### src/rtl/fifo_pkt_framer.sv
// Packet framer behind an FWFT FIFO: a pending word stage decides TLAST before the
// beat is presented, and partial packets close on FLUSH or after an idle timeout.
module fifo_pkt_framer #(
    parameter int WIDTH   = 32,
    parameter int LEN_W   = 8,
    parameter int TIMEOUT = 16
) (
    input  logic             CLK,
    input  logic             RST,
    input  logic             FIFO_EMPTY,
    input  logic [WIDTH-1:0] FIFO_DATA,
    output logic             FIFO_RD_EN,
    input  logic [LEN_W-1:0] LEN,
    input  logic             FLUSH,
    output logic [WIDTH-1:0] M_TDATA,
    output logic             M_TVALID,
    output logic             M_TLAST,
    input  logic             M_TREADY,
    output logic [15:0]      PKT_CNT
);

    localparam int IDLE_W = (TIMEOUT > 0) ? $clog2(TIMEOUT + 1) : 1;
    localparam logic [IDLE_W-1:0] IDLE_MAX = IDLE_W'(TIMEOUT);

    logic             p_valid_r;
    logic [WIDTH-1:0] p_data_r;
    logic             p_last_r;
    logic [LEN_W-1:0] wc_r;
    logic [LEN_W-1:0] len_r;
    logic [IDLE_W-1:0] idle_cnt_r;

    logic             out_free_s;
    logic             timeout_hit_s;
    logic             flush_now_s;
    logic             p_move_s;
    logic             pop_s;
    logic [LEN_W-1:0] base_wc_s;
    logic [LEN_W-1:0] len_eff_s;
    logic             new_last_s;
    logic [LEN_W-1:0] wc_next_s;

    // Handshake decisions and word-count bookkeeping for a pop this cycle.
    always_comb begin
        out_free_s    = ~M_TVALID | M_TREADY;
        timeout_hit_s = 1'b0;
        if (TIMEOUT != 0) begin
            timeout_hit_s = (idle_cnt_r >= IDLE_MAX);
        end else begin
            timeout_hit_s = 1'b0;
        end
        flush_now_s = p_valid_r & ~p_last_r & (FLUSH | timeout_hit_s);
        p_move_s    = p_valid_r & out_free_s & (p_last_r | ~FIFO_EMPTY | flush_now_s);
        pop_s       = ~RST & ~FIFO_EMPTY & (~p_valid_r | p_move_s);

        // A word popped alongside a flush move is word 0 of a fresh packet.
        base_wc_s = (p_move_s & flush_now_s) ? {LEN_W{1'b0}} : wc_r;
        if (base_wc_s == {LEN_W{1'b0}}) begin
            len_eff_s = (LEN == {LEN_W{1'b0}}) ? LEN_W'(1) : LEN;
        end else begin
            len_eff_s = len_r;
        end
        new_last_s = (base_wc_s == (len_eff_s - LEN_W'(1)));
        wc_next_s  = new_last_s ? {LEN_W{1'b0}} : (base_wc_s + LEN_W'(1));
    end

    assign FIFO_RD_EN = pop_s;

    // Pending stage, word counter and latched packet length.
    always_ff @(posedge CLK) begin
        if (RST) begin
            p_valid_r <= 1'b0;
            p_data_r  <= {WIDTH{1'b0}};
            p_last_r  <= 1'b0;
            wc_r      <= {LEN_W{1'b0}};
            len_r     <= LEN_W'(1);
        end else if (pop_s) begin
            p_valid_r <= 1'b1;
            p_data_r  <= FIFO_DATA;
            p_last_r  <= new_last_s;
            wc_r      <= wc_next_s;
            len_r     <= len_eff_s;
        end else if (p_move_s) begin
            p_valid_r <= 1'b0;
            p_data_r  <= p_data_r;
            p_last_r  <= 1'b0;
            wc_r      <= flush_now_s ? {LEN_W{1'b0}} : wc_r;
            len_r     <= len_r;
        end else begin
            p_valid_r <= p_valid_r;
            p_data_r  <= p_data_r;
            p_last_r  <= p_last_r;
            wc_r      <= wc_r;
            len_r     <= len_r;
        end
    end

    // Output register: load on a move, drop valid when free and idle, hold when stalled.
    always_ff @(posedge CLK) begin
        if (RST) begin
            M_TDATA  <= {WIDTH{1'b0}};
            M_TVALID <= 1'b0;
            M_TLAST  <= 1'b0;
        end else if (p_move_s) begin
            M_TDATA  <= p_data_r;
            M_TVALID <= 1'b1;
            M_TLAST  <= p_last_r | flush_now_s;
        end else if (out_free_s) begin
            M_TDATA  <= M_TDATA;
            M_TVALID <= 1'b0;
            M_TLAST  <= M_TLAST;
        end else begin
            M_TDATA  <= M_TDATA;
            M_TVALID <= M_TVALID;
            M_TLAST  <= M_TLAST;
        end
    end

    // Completed-packet counter.
    always_ff @(posedge CLK) begin
        if (RST) begin
            PKT_CNT <= 16'd0;
        end else if (M_TVALID & M_TREADY & M_TLAST) begin
            PKT_CNT <= PKT_CNT + 16'd1;
        end else begin
            PKT_CNT <= PKT_CNT;
        end
    end

    // Idle counter: runs only while a partial-packet word starves for a successor.
    always_ff @(posedge CLK) begin
        if (RST) begin
            idle_cnt_r <= {IDLE_W{1'b0}};
        end else if (p_valid_r & ~p_last_r & FIFO_EMPTY) begin
            idle_cnt_r <= (idle_cnt_r >= IDLE_MAX) ? idle_cnt_r : (idle_cnt_r + IDLE_W'(1));
        end else begin
            idle_cnt_r <= {IDLE_W{1'b0}};
        end
    end

endmodule

### config.mk
export PLATFORM = sky130hd
export DESIGN_NAME = fifo_pkt_framer
export DESIGN_NICKNAME = d
export VERILOG_FILES = /design/src/rtl/fifo_pkt_framer.sv
export SDC_FILE = /design/constraint.sdc
export NUM_CORES = 1
export LEC_CHECK = 0
export CAP_MARGIN = 20
export CORE_MARGIN = 5
export CORE_UTILIZATION = 40
export CTS_CLUSTER_SIZE = 28
export DETAILED_ROUTE_END_ITERATION = 16
export GPL_ROUTABILITY_DRIVEN = 0
export PLACE_DENSITY_LB_ADDON = 0.05
export REMOVE_ABC_BUFFERS = 1
export SETUP_SLACK_MARGIN = 0.1
export SLEW_MARGIN = 25
export SYNTH_ARGS = -nofsm -noshare
export SYNTH_HDL_FRONTEND = slang
export SYNTH_SLANG_ARGS = --single-unit
export TNS_END_PERCENT = 30
### constraint.sdc
create_clock -name CLK -period 5.1 [get_ports CLK]
set_input_delay 0.51 -clock CLK [delete_from_list [all_inputs] [get_ports CLK]]
set_output_delay 0.51 -clock CLK [all_outputs]
set_load 0.005 [all_outputs]
==> reports/summary.txt, run 1 <==
TritonCTS clock tree - yes
Initial antenna violation count - 0
Yosys reg bits - 105
P_leak - 2.12 nW
DRT iter0 DRCs - 223
Setup CP Type - input port to flop
DRC Markers - 0
Post-DRT Antenna Nets - 0
Worst-margin pin slew - 760 ps
Gate Count Post-Synth - 578
Starting density of the core - 40.5%
Worst Hold Class - flop to flop
Post-synth EDFFs - 0
Total negative slack - 0 ps
# rows - 39
Placed cell area - 5620 µm²
Most frequent cells in the layout - nand2_1, dfxtp_1, clkdlybuf4s50_1
Clk pin slew, worst setup/hold paths - 70 ps
Clock Latency Late Sink - 360 ps
Total GRT Usage - 17.4%
Minimum clock period - 4560 ps
Status - finished, final reports clean
Final WL - 11.7 mm
Clock root cell - clkbuf_16
Sequential share of power - 48.0%
Worst EP arrival - 4760 ps
Predominant post-synthesis flop cell - dfxtp_1
Vias in the first global route - 4,022
Pwr/cell area - 305 nW/µm²
Detailed Routing Iterations Pass 1 - 5
Clock Skew - 7.24 ps
Die area - 13,700 µm²
Top-level port count - 96
PortBufs - 95
Setup crit start kind - input port
Unrepaired setup endpoints after global routing - false
Post-synth ARST share - 0%
Post-Layout Inst Area - 5930 µm²
CP endpoint kind - flop
Vias/cell - 5.21
Req. time, crit path - 5310 ps
Gate power share - 12.5%
Post_cts resized - 0
Via count - 4,179
Rel. slew slack - 49.3%
Routed WL per cell - 14.6 µm
Net Sw Frac - 25.5%
# fillers - 1,110
Num Clock Sinks - 105
Syn. warnings - 0
Final setup violation count - 0
First-pass GRT wire length - 19.0 mm
Most common cell after layout, fill and taps aside - nand2_1
Mapped Avg Cell Area - 7.94 µm²
Number of inserted diodes - 0
Seq/Total Area, Yosys - 45.8%
Pint - 1.35 mW
H-tree lvl count - 3
Nets - 705
Period utilization - 89.4%
CTS Buf Count - 9
CTS Hold Buffers Added - 0
Grt ovf - 0
Achievable frequency - 219 MHz
Yosys cell types - 58
CP Max Fanout - 13
Detail Placement HPWL - 7.87 mm
Placeable core area - 11,300 µm²
Net switching power - 460 µW
Setup bufs post-CTS - 0
Mapped cell area - 4590 µm²
Share of layout cells above drive strength 1 - 5.92%
Final Hold Viols - 0
Die Y - 117 µm
Max Cap Viol - 0
CTS max path bufs - 2
Area growth, synth to finish - 29.1%
Worst VDD drop - 254 µV
Slew Limit Fails - 0
Power share of the clock group - 39.5%
Largest net degree at the start of global routing - 101
Die width - 117 µm
## power by group through the flow
stage | logic [mW] | registers (mW) | clock network [mW]
3_5_place_dp | 0.229 | 0.886 | 0
6_report | 0.226 | 0.867 | 0.714
3_3_place_gp | 0.224 | 0.886 | 0
5_1_grt | 0.251 | 0.871 | 0.768
2_1_floorplan | 0.122 | 0.882 | 0
4_1_cts | 0.229 | 0.867 | 0.731
## per-layer routing
| metal | GRT usage (%) | share of wire [%] |
|---|---|---|
| met1 | 22.4 | 45 |
| met2 | 28.7 | 48 |
| met3 | 3.55 | 5.1 |
| met4 | 7.03 | 1.9 |
| met5 | 0 | 0 |
## cell families after synthesis
kind of cell | share of synthesized area (%)
AO/OA/AOI/OAI | 15.4
XOR/XNOR | 4.20
adder cells (fa/ha/maj) | 1.64
buffers and inverters | 4.09
flip-flops | 45.8
multiplexers | 2.18
AND/OR/NAND/NOR | 26.7
## critical path: stages
cell and delay [ps]:
clkdlybuf4s50_1 500, nor2b_2 110, or3_4 480, nand2_1 220
ha_1 410, inv_1 160, a211oi_1 340, or2_2 190
ha_1 240, nand2_1 90, xor2_1 140, mux2i_1 260
xnor2_1 100, nor4b_1 330, o211ai_2 330, a22oi_1 240
a21oi_1 90
## registers in the layout (all words and copies together), names as in the netlist
register	count
PKT_CNT	16
p_data_r	32
idle_cnt_r	5
p_valid_r	1
M_TDATA	32
len_r	8
M_TLAST	1
M_TVALID	1
p_last_r	1
wc_r	8
## final cells by class
class | count | area, µm² | share of cell area, %
Clock buffer | 11 | 243 | 4.10
Clock inverter | 5 | 60.1 | 1.01
Inverter | 10 | 37.5 | 0.633
Multi-Input combinational cell | 428 | 2320 | 39.1
Sequential cell | 105 | 2100 | 35.5
Tap cell | 143 | 179 | 3.02
Timing Repair Buffer | 100 | 990 | 16.7
## cell usage after synthesis (5+ instances only)
library cell | instances | area share (%)
xnor2_1 | 5 | 0.95
dfxtp_1 | 105 | 46
a21oi_1 | 81 | 8.8
ha_1 | 6 | 1.6
nor3_1 | 6 | 0.65
clkbuf_1 | 26 | 2.1
nand4_1 | 7 | 0.95
o21ai_0 | 6 | 0.65
nand2_1 | 165 | 13
xor2_1 | 17 | 3.2
mux2i_1 | 10 | 2.2
nor2_1 | 39 | 3.2
o211ai_1 | 5 | 0.82
inv_1 | 9 | 0.74
nand3_1 | 16 | 1.7
or3_1 | 7 | 0.95
a31oi_1 | 5 | 0.68
## final timing paths
kind | from | endpoint | slack (ps) | cells past startpoint
worst max register to register | idle_cnt_r[4]$_SDFFE_PP0N_ | wc_r[6]$_SDFFE_PP0P_ | 650 | 16
worst max-delay path | M_TREADY | wc_r[6]$_SDFFE_PP0P_ | 540 | 17
worst min register to register | p_data_r[12]$_SDFFE_PP0P_ | M_TDATA[12]$_SDFFE_PP0P_ | 450 | 2
worst min-delay path | p_data_r[12]$_SDFFE_PP0P_ | M_TDATA[12]$_SDFFE_PP0P_ | 450 | 2
## metrics by stage
stage | cells | hold WS [ps] | utilization [%] | setup slack (ps) | power (mW)
finish | 802 | 446 | 52.4 | 541 | 1.81
detailed placement | 786 | 443 | 49.6 | 119 | 1.11
CTS | 802 | 453 | 52.3 | 476 | 1.83
global route | 802 | 471 | 52.4 | 114 | 1.89
global placement | 786 | 435 | 49.6 | 295 | 1.11
floorplan | 543 | 426 | - | 1220 | 1.00
No activity file was read; power rests on OpenSTA's default activity.
==> run 2: changes to the inputs <==
GPL_TIMING_DRIVEN = 0   (was default)
==> run 2 against run 1 <==
Die area unchanged. First-iteration DRC count shrank 3.6%. Hold slack gained 4.5 ps. Critical endpoint unchanged.
==> reports/summary.txt, run 2 (synthesis gave the netlist of run 1 again) <==
Clock Skew - 6.66 ps (was 7.24 ps)
DRC Markers - 0 (unchanged)
Power, Total - 1.76 mW (was 1.81 mW)
Most frequent cells in the layout - nand2_1, dfxtp_1, clkdlybuf4s50_1 (unchanged)
Top-level port count - 96 (unchanged)
Area growth, synth to finish - 30.3% (was 29.1%)
Global Route met1 Usage - 22.2% (was 22.4%)
Initial antenna violation count - 0 (unchanged)
# rows - 39 (unchanged)
Minimum clock period - 4650 ps (was 4560 ps)
Nets - 706 (was 705)
Number of inserted diodes - 0 (unchanged)
Post_cts resized - 0 (unchanged)
Vias in the first global route - 3,935 (was 4,022)
CTS Buf Count - 9 (unchanged)
Clk pin slew, worst setup/hold paths - 60 ps (was 70 ps)
Met3 usage - 3.91% (was 3.55%)
Routed WL per cell - 14.4 µm (was 14.6 µm)
Num Clock Sinks - 105 (unchanged)
CTS max path bufs - 2 (unchanged)
Unrepaired setup endpoints after global routing - false (unchanged)
Post-DRT Antenna Nets - 0 (unchanged)
First-pass GRT wire length - 18.9 mm (was 19.0 mm)
Die width - 117 µm (unchanged)
R2r startpoint - idle_cnt_r[4]$_SDFFE_PP0N_ (unchanged)
Crit path cell chain - clkdlybuf4s50_1 -> nor2b_1 -> or3_4 -> nand2_1 -> ha_1 -> inv_1 -> a21oi_4 -> mux2i_1 -> ha_1 -> nand2_1 -> xor2_1 -> mux2i_1 -> xnor2_1 -> nor4b_1 -> o211ai_2 -> buf_4 -> a22oi_1 -> a21oi_1 (was clkdlybuf4s50_1 -> nor2b_2 -> or3_4 -> nand2_1 -> ha_1 -> inv_1 -> a211oi_1 -> or2_2 -> ha_1 -> nand2_1 -> xor2_1 -> mux2i_1 -> xnor2_1 -> nor4b_1 -> o211ai_2 -> a22oi_1 -> a21oi_1)
Worst Hold Class - flop to flop (unchanged)
H-tree lvl count - 3 (unchanged)
Slowest cell delay on critical path - 510 ps (was 500 ps)
Placeable core area - 11,300 µm² (unchanged)
Setup crit start kind - input port (unchanged)
DRT iter0 DRCs - 215 (was 223)
# fillers - 1,115 (was 1,110)
Die Y - 117 µm (unchanged)
Largest net degree at the start of global routing - 60 (was 101)
PortBufs - 95 (unchanged)
Setup bufs post-CTS - 0 (unchanged)
HP Start - p_data_r[16]$_SDFFE_PP0P_ (was p_data_r[12]$_SDFFE_PP0P_)
Final WL - 11.6 mm (was 11.7 mm)
Met2 Usage GRT - 28.8% (was 28.7%)
Detail Placement HPWL - 7.96 mm (was 7.87 mm)
Period utilization - 91.2% (was 89.4%)
CP Max Fanout - 13 (unchanged)
GRT Max-Usage Layer - met2 (unchanged)
Detailed Routing Iterations Pass 1 - 4 (was 5)
Via count - 4,192 (was 4,179)
Die area - 13,700 µm² (unchanged)
Clock root cell - clkbuf_16 (unchanged)
Total GRT Usage - 17.3% (was 17.4%)
Final Hold Viols - 0 (unchanged)
Share of layout cells above drive strength 1 - 6.21% (was 5.92%)
Worst VDD drop - 227 µV (was 254 µV)
Total negative slack - 0 ps (unchanged)
Status - finished, final reports clean (unchanged)
TritonCTS clock tree - yes (unchanged)
CP endpoint kind - flop (unchanged)
Final setup violation count - 0 (unchanged)
Req. time, crit path - 5320 ps (was 5310 ps)
Clock Latency Late Sink - 350 ps (was 360 ps)
P_leak - 2.14 nW (was 2.12 nW)
Vias/cell - 5.22 (was 5.21)
Slowest CP cell - or3_4 (was clkdlybuf4s50_1)
Rel. slew slack - 52.6% (was 49.3%)
Max Cap Viol - 0 (unchanged)
Setup CP Type - input port to flop (unchanged)
Worst EP arrival - 4880 ps (was 4760 ps)
Top Registers - M_TDATA x32, p_data_r x32, PKT_CNT x16 (unchanged)
Pwr/cell area - 294 nW/µm² (was 305 nW/µm²)
CTS Hold Buffers Added - 0 (unchanged)
Achievable frequency - 215 MHz (was 219 MHz)
Grt ovf - 0 (unchanged)
Starting density of the core - 40.5% (unchanged)
Slew Limit Fails - 0 (unchanged)
Most common cell after layout, fill and taps aside - nand2_1 (unchanged)
CP startpoint - M_TREADY (unchanged)
Worst-margin pin slew - 712 ps (was 760 ps)
## run 2: power breakdown
group          switching [mW]  leakage, nW  total, mW  internal, mW
clock network           0.298        0.139      0.656         0.358
logic                   0.125         1.14      0.233         0.107
registers              0.0191        0.855      0.868         0.849
total                   0.442         2.14       1.76          1.31
## run 2: final timing paths
kind                                                  to  slack [ps]  depth (start not counted)
worst min-delay path            M_TDATA[16]$_SDFFE_PP0P_         450                          2
worst max register to register      wc_r[6]$_SDFFE_PP0P_         620                         17
worst max-delay path                wc_r[6]$_SDFFE_PP0P_         450                         18
worst min register to register  M_TDATA[16]$_SDFFE_PP0P_         450                          2
## run 2: routing by layer
layer  wire length [µm]  share of wire (%)  vias up
li1                   -                  -     2114
met1               5330                 46     1986
met2               5550                 48       78
met3                556                4.8       14
met4                161                1.4        0
met5                  0                  0        -
## run 2: through the flow
stage / hold WS (ps) / setup slack [ps] / std cells / area, µm² / utilization (%)
5_1_grt: 456 / 109 / 803 / 5980 / 52.8
4_1_cts: 450 / 339 / 801 / 5970 / 52.7
3_5_place_dp: 443 / 9.20 / 785 / 5680 / 50.2
2_1_floorplan: 426 / 1220 / 543 / 4440 / -
6_report: 450 / 449 / 803 / 5980 / 52.8
3_3_place_gp: 435 / -137 / 781 / 5570 / 49.2
## run 2: area by class of cell
type	count	area (µm²)	share of cell area (%)
repair buffers	101	1060	17.7
multi-input cells	428	2320	38.8
inverters	10	37.5	0.628
well taps	143	179	2.99
clock inverters	4	26.3	0.439
clock buffers	12	256	4.29
flip-flops and latches	105	2100	35.1
## run 2: critical path: cells and delay by family
kind | cells | cell delay [ps]
AOI/OAI and AO/OA | 4 | 640
xor gates and xnor gates | 2 | 270
adders and majority gates | 2 | 680
buffers and inverters | 3 | 800
muxes | 2 | 600
and+or+nand+nor | 5 | 1350
==> run 3: changes to the inputs <==
CORE_UTILIZATION = 50   (was 40)
==> run 3 against run 2 <==
Clock power is 28% lower. Combinational power hardly changed. Via count is 0.33% lower. Global-route usage is 2.4 points higher. Die area is 18% lower. Wire length is 5.5% lower. Flip-flop and latch count stayed put. Core utilization is 11 points higher. Cell count is 4.4% lower. Register-to-register slack worse by 100 ps. Highest routed layer unchanged.
==> reports/summary.txt, run 3 (synthesis gave the netlist of run 1 again) <==
Footprint of the multi-input gates - 2320 µm² (about the same)
CTS Buf Count - 9 (unchanged)
Most frequent cells in the layout - nand2_1, dfxtp_1, clkdlybuf4s50_1 (unchanged)
Register Area - 2100 µm² (unchanged)
Routed WL per cell - 14.3 µm (was 14.4 µm)
# fillers - 832 (was 1,115)
Worst Hold Slack - 454 ps (was 450 ps)
Post-Layout Inst Area - 5820 µm² (was 5980 µm²)
Slew Limit Fails - 0 (unchanged)
Final core utilization - 63.9% (was 52.8%)
Initial antenna violation count - 0 (unchanged)
Detailed Routing Iterations Pass 1 - 5 (was 4)
Top-level port count - 96 (unchanged)
DRC Markers - 0 (unchanged)
CP Buf/Inv Count - 2 (was 3)
Setup CP Type - input port to flop (unchanged)
Met2 Usage GRT - 34.2% (was 28.8%)
Share of layout cells above drive strength 1 - 6.09% (was 6.21%)
Detail Placement HPWL - 7.64 mm (was 7.96 mm)
Via count - 4,178 (was 4,192)
Area growth, synth to finish - 26.8% (was 30.3%)
Clk pin slew, worst setup/hold paths - 90 ps (was 60 ps)
Achievable frequency - 213 MHz (was 215 MHz)
Placed cell area - 5640 µm² (was 5680 µm²)
Final WL - 11.0 mm (was 11.6 mm)
Worst-margin pin slew - 698 ps (was 712 ps)
GRT Max-Usage Layer - met2 (unchanged)
Global Route met1 Usage - 24.5% (was 22.2%)
Pwr/cell area - 269 nW/µm² (was 294 nW/µm²)
Met3 usage - 4.29% (was 3.91%)
Power share of the clock group - 30.0% (was 37.3%)
Nets - 704 (was 706)
Clock root cell - clkbuf_8 (was clkbuf_16)
Worst EP arrival - 4930 ps (was 4880 ps)
Final setup violation count - 0 (unchanged)
Slowest cell delay on critical path - 510 ps (about the same)
CTS max path bufs - 2 (unchanged)
Top Registers - M_TDATA x32, p_data_r x32, PKT_CNT x16 (unchanged)
Die area - 11,200 µm² (was 13,700 µm²)
Unrepaired setup endpoints after global routing - false (unchanged)
Sequential share of power - 55.3% (was 49.4%)
Status - finished, final reports clean (unchanged)
CP Max Fanout - 13 (unchanged)
Most common cell after layout, fill and taps aside - nand2_1 (unchanged)
H-tree lvl count - 3 (unchanged)
Net switching power - 430 µW (was 442 µW)
Total GRT Usage - 19.7% (was 17.3%)
Rel. slew slack - 53.5% (was 52.6%)
Placeable core area - 9110 µm² (was 11,300 µm²)
Clock Skew - 8.28 ps (was 6.66 ps)
Die width - 106 µm (was 117 µm)
CP endpoint kind - flop (unchanged)
# rows - 35 (was 39)
First-pass GRT wire length - 18.3 mm (was 18.9 mm)
Total negative slack - 0 ps (unchanged)
Req. time, crit path - 5330 ps (was 5320 ps)
Pint - 1.14 mW (was 1.31 mW)
Vias/cell - 5.44 (was 5.22)
Largest net degree at the start of global routing - 54 (was 60)
Number of inserted diodes - 0 (unchanged)
CTS Hold Buffers Added - 0 (unchanged)
Post-DRT Antenna Nets - 0 (unchanged)
Worst path top cell family by delay - simple AND/OR/NAND/NOR gates (unchanged)
Net Sw Frac - 27.4% (was 25.2%)
Starting density of the core - 50.4% (was 40.5%)
Setup bufs post-CTS - 0 (unchanged)
Worst VDD drop - 126 µV (was 227 µV)
Clock Latency Late Sink - 360 ps (was 350 ps)
Vias in the first global route - 4,008 (was 3,935)
P_leak - 2.08 nW (was 2.14 nW)
Die Y - 106 µm (was 117 µm)
Slowest CP cell - or3_4 (unchanged)
Final Hold Viols - 0 (unchanged)
Post_cts resized - 0 (unchanged)
TritonCTS clock tree - yes (unchanged)
Worst Hold Class - flop to flop (unchanged)
Grt ovf - 0 (unchanged)
Period utilization - 92.1% (was 91.2%)
Gate power share - 14.7% (was 13.2%)
PortBufs - 95 (unchanged)
DRT iter0 DRCs - 217 (was 215)
Minimum clock period - 4700 ps (was 4650 ps)
Setup crit start kind - input port (unchanged)
Num Clock Sinks - 105 (unchanged)
Max Cap Viol - 0 (unchanged)
Crit path cell chain - clkdlybuf4s50_1 -> nor2b_1 -> or3_4 -> nand2_1 -> ha_2 -> inv_1 -> a21oi_4 -> mux2i_1 -> ha_1 -> nand2_1 -> xor2_1 -> mux2i_1 -> xnor2_1 -> nor4b_1 -> o211ai_2 -> a31oi_1 -> nor2_1 (was clkdlybuf4s50_1 -> nor2b_1 -> or3_4 -> nand2_1 -> ha_1 -> inv_1 -> a21oi_4 -> mux2i_1 -> ha_1 -> nand2_1 -> xor2_1 -> mux2i_1 -> xnor2_1 -> nor4b_1 -> o211ai_2 -> buf_4 -> a22oi_1 -> a21oi_1)
## run 3: cell count changes in the layout (fill, tap and decap cells not counted), sizes merged
cell    delta
buf        -2
inv        +2
clkbuf     -3
## run 3: cell type report
| type | instances | share of cell area, % |
|---|---|---|
| multi-input cells | 428 | 39.9 |
| clock inverters | 6 | 0.860 |
| inverters | 10 | 0.645 |
| clock buffers | 9 | 2.13 |
| flip-flops and latches | 105 | 36.1 |
| repair buffers | 99 | 17.9 |
| well taps | 111 | 2.39 |
## run 3: power groups by stage
stage	sequential [mW]	clock, mW	combinational, mW
after floorplan	0.882	0	0.122
after detailed placement	0.886	0	0.231
final	0.867	0.470	0.230
after global placement	0.885	0	0.217
after CTS	0.867	0.484	0.232
after global routing	0.872	0.523	0.254
## run 3: path summary, 6_finish.rpt
| check | slack (ps) | from | depth (start not counted) | end |
|---|---|---|---|---|
| worst min register to register | 450 | p_data_r[25]$_SDFFE_PP0P_ | 2 | M_TDATA[25]$_SDFFE_PP0P_ |
| worst max register to register | 520 | idle_cnt_r[4]$_SDFFE_PP0N_ | 16 | wc_r[1]$_SDFFE_PP0P_ |
| worst max-delay path | 400 | M_TREADY | 17 | wc_r[1]$_SDFFE_PP0P_ |
| worst min-delay path | 450 | p_data_r[25]$_SDFFE_PP0P_ | 2 | M_TDATA[25]$_SDFFE_PP0P_ |
## run 3: stage by stage
| stage | cells | setup WS [ps] | power (mW) |
|---|---|---|---|
| after detailed placement | 753 | -10.0 | 1.12 |
| after global placement | 749 | -36.8 | 1.10 |
| after floorplan | 543 | 1220 | 1.00 |
| final | 768 | 401 | 1.57 |
| after CTS | 768 | 355 | 1.58 |
| after global routing | 768 | 139 | 1.65 |
## run 3: metal layers
metal,vias to the layer above,share of wire (%),routed length (µm)
met5,-,0,0
met4,0,1.3,146
met3,15,5.4,595
met2,112,49,5410
met1,1956,44,4810
li1,2095,-,-
## run 3: worst reg2reg max path: cells and delay by family (launching register included)
kind / cells / cell delay, ps
DFF: 1 / 540
and+or+nand+nor: 5 / 1210
adders and majority gates: 2 / 650
buffers and inverters: 1 / 130
muxes: 2 / 590
AOI/OAI and AO/OA: 4 / 1070
xor gates and xnor gates: 2 / 260
==> RTL change, RTL diff (flow settings as in run 2) <==
`WIDTH`: 32 -> 40.
--- a/src/rtl/fifo_pkt_framer.sv
+++ b/src/rtl/fifo_pkt_framer.sv
@@ -1,7 +1,7 @@
 // Packet framer behind an FWFT FIFO: a pending word stage decides TLAST before the
 // beat is presented, and partial packets close on FLUSH or after an idle timeout.
 module fifo_pkt_framer #(
-    parameter int WIDTH   = 32,
+    parameter int WIDTH   = 40,
     parameter int LEN_W   = 8,
     parameter int TIMEOUT = 16
 ) (
Ports: changed (resized FIFO_DATA and M_TDATA); port bits go from 96 to 112. No check against the original RTL was run, so the function may have changed too.
==> RTL change against run 2 <==
- worst setup slack better by 0.10 ns
- synthesized area increased by 11%
- routed wire length increased by 12%
- cell area grew 17%
- first-iteration DRC count up 41%
- register-to-register slack improved by 0.16 ns
- sequential cell count is 16 higher
- synthesized cell count increased by 10%
- total power up 39%
- hold slack worse by 0.0024 ns
- critical path depth down 3
- largest cell class unchanged
==> RTL change: results (changes against run 2) <==
* Dpl hpwl at 8.956 mm (+13%)
* GRT Util Overall at 17.86% (+0.59 points)
* Worst Clk Skew at 0.007043 ns (+0.0003785 ns)
* Post-synthesis compound-gate area fraction at 16.44% (+1.0 points)
* Placed Cells at 888 (+13%)
* Register-to-Register Path Depth at 14 (-3)
* Pre-CTS setup slack at 0.1737 ns (+0.1645 ns)
* Mapped Avg Cell Area at 7.967 sq um (+0.34%)
* Mux cell area share after synthesis at 0.9862% (-1.2 points)
* Data arrival time of the worst path at 4.81 ns (-0.07 ns)
* Fin cells at 920 (+15%)
* Layout fillers at 1212 (+8.7%)
* Seq cells post-synth at 121 (+15%)
* Fin util at 55.86% (+3.0 points)
* Met1 GRT Util at 22.44% (+0.21 points)
* Met3 wire length at 623 um (+12%)
* Status: complete, no violations
* Port buffer count at 111 (+17%)
* Crit path largest cell delay at 0.62 ns (+0.11 ns)
* Nets at 794 (+12%)
* Met2 Usage GRT at 29.82% (+1.0 points)
* Clock-cell share of area at 8.518% (+3.8 points)
* Final worst-path setup slack at 0.5495 ns (+0.1007 ns)
* Synth Area in XOR/XNOR at 5.005% (+0.81 points)
* End of the critical path: wc_r[3]$_SDFFE_PP0P_
* Placed instance area at 6396 sq um (+13%)
* Synth top cells by count: 196 x nand2_1, 121 x dfxtp_1, 98 x a21oi_1
* Peak VDD IR at 221.4 uV (-2.6%)
* CLK BUF at 26 (+14)
* Worst-Skew Late Latency at 0.41 ns (+0.06 ns)
* Num CTS Buffers at 17 (+8)
* Routing usage on met3 at 4.470% (+0.56 points)
* Cell area after layout at 6992 sq um (+17%)
* Reg2Reg Setup Slack at 0.78 ns (+0.16 ns)
* Vias at 4658 (+11%)
* WL met1 at 5.886 mm (+11%)
* Global-route wire length before repair at 21.50 mm (+14%)
* Share of layout cells above drive strength 1 at 6.818% (+0.61 points)
* Buffering overhead at 17.75% (+0.053 points)
* Metal2 WL at 6.339 mm (+14%)
* Number of library cell types mapped by synthesis at 59 (+1.7%)
* Multi-input logic portion of the cell area at 35.47% (-3.3 points)
* Vias in the first global route at 4491 (+14%)
* Area occupied by registers at 2422 sq um (+15%)
* Comb_multi_in at 467 (+9.1%)
* Synth area leaders: dfxtp_1 48%, nand2_1 14%, a21oi_1 9.7%
* Adder-Cell Fraction of Synth Area at 1.479% (-0.16 points)
* Slew headroom at 50.50% (-2.1 points)
* H-tree depth at 4 (+1)
* Leak at 0.002541 uW (+19%)
[RTL change: worst min-delay path by stage]
stage / start / endpoint / slack [ns] / cells past startpoint
floorplan: p_data_r[0]$_SDFFE_PP0P_ / M_TDATA[0]$_SDFFE_PP0P_ / 0.43 / 2
global placement: p_data_r[35]$_SDFFE_PP0P_ / M_TDATA[35]$_SDFFE_PP0P_ / 0.44 / 2
detailed placement: p_data_r[36]$_SDFFE_PP0P_ / M_TDATA[36]$_SDFFE_PP0P_ / 0.44 / 2
CTS: p_data_r[36]$_SDFFE_PP0P_ / M_TDATA[36]$_SDFFE_PP0P_ / 0.45 / 2
global route: p_data_r[36]$_SDFFE_PP0P_ / M_TDATA[36]$_SDFFE_PP0P_ / 0.46 / 2
finish: p_data_r[28]$_SDFFE_PP0P_ / M_TDATA[28]$_SDFFE_PP0P_ / 0.45 / 2
[RTL change: power breakdown]
part	switching (uW)	total (uW)	internal [uW]
Combinational	141	262	122
Sequential	22.8	1000	981
Clock	398	1180	783
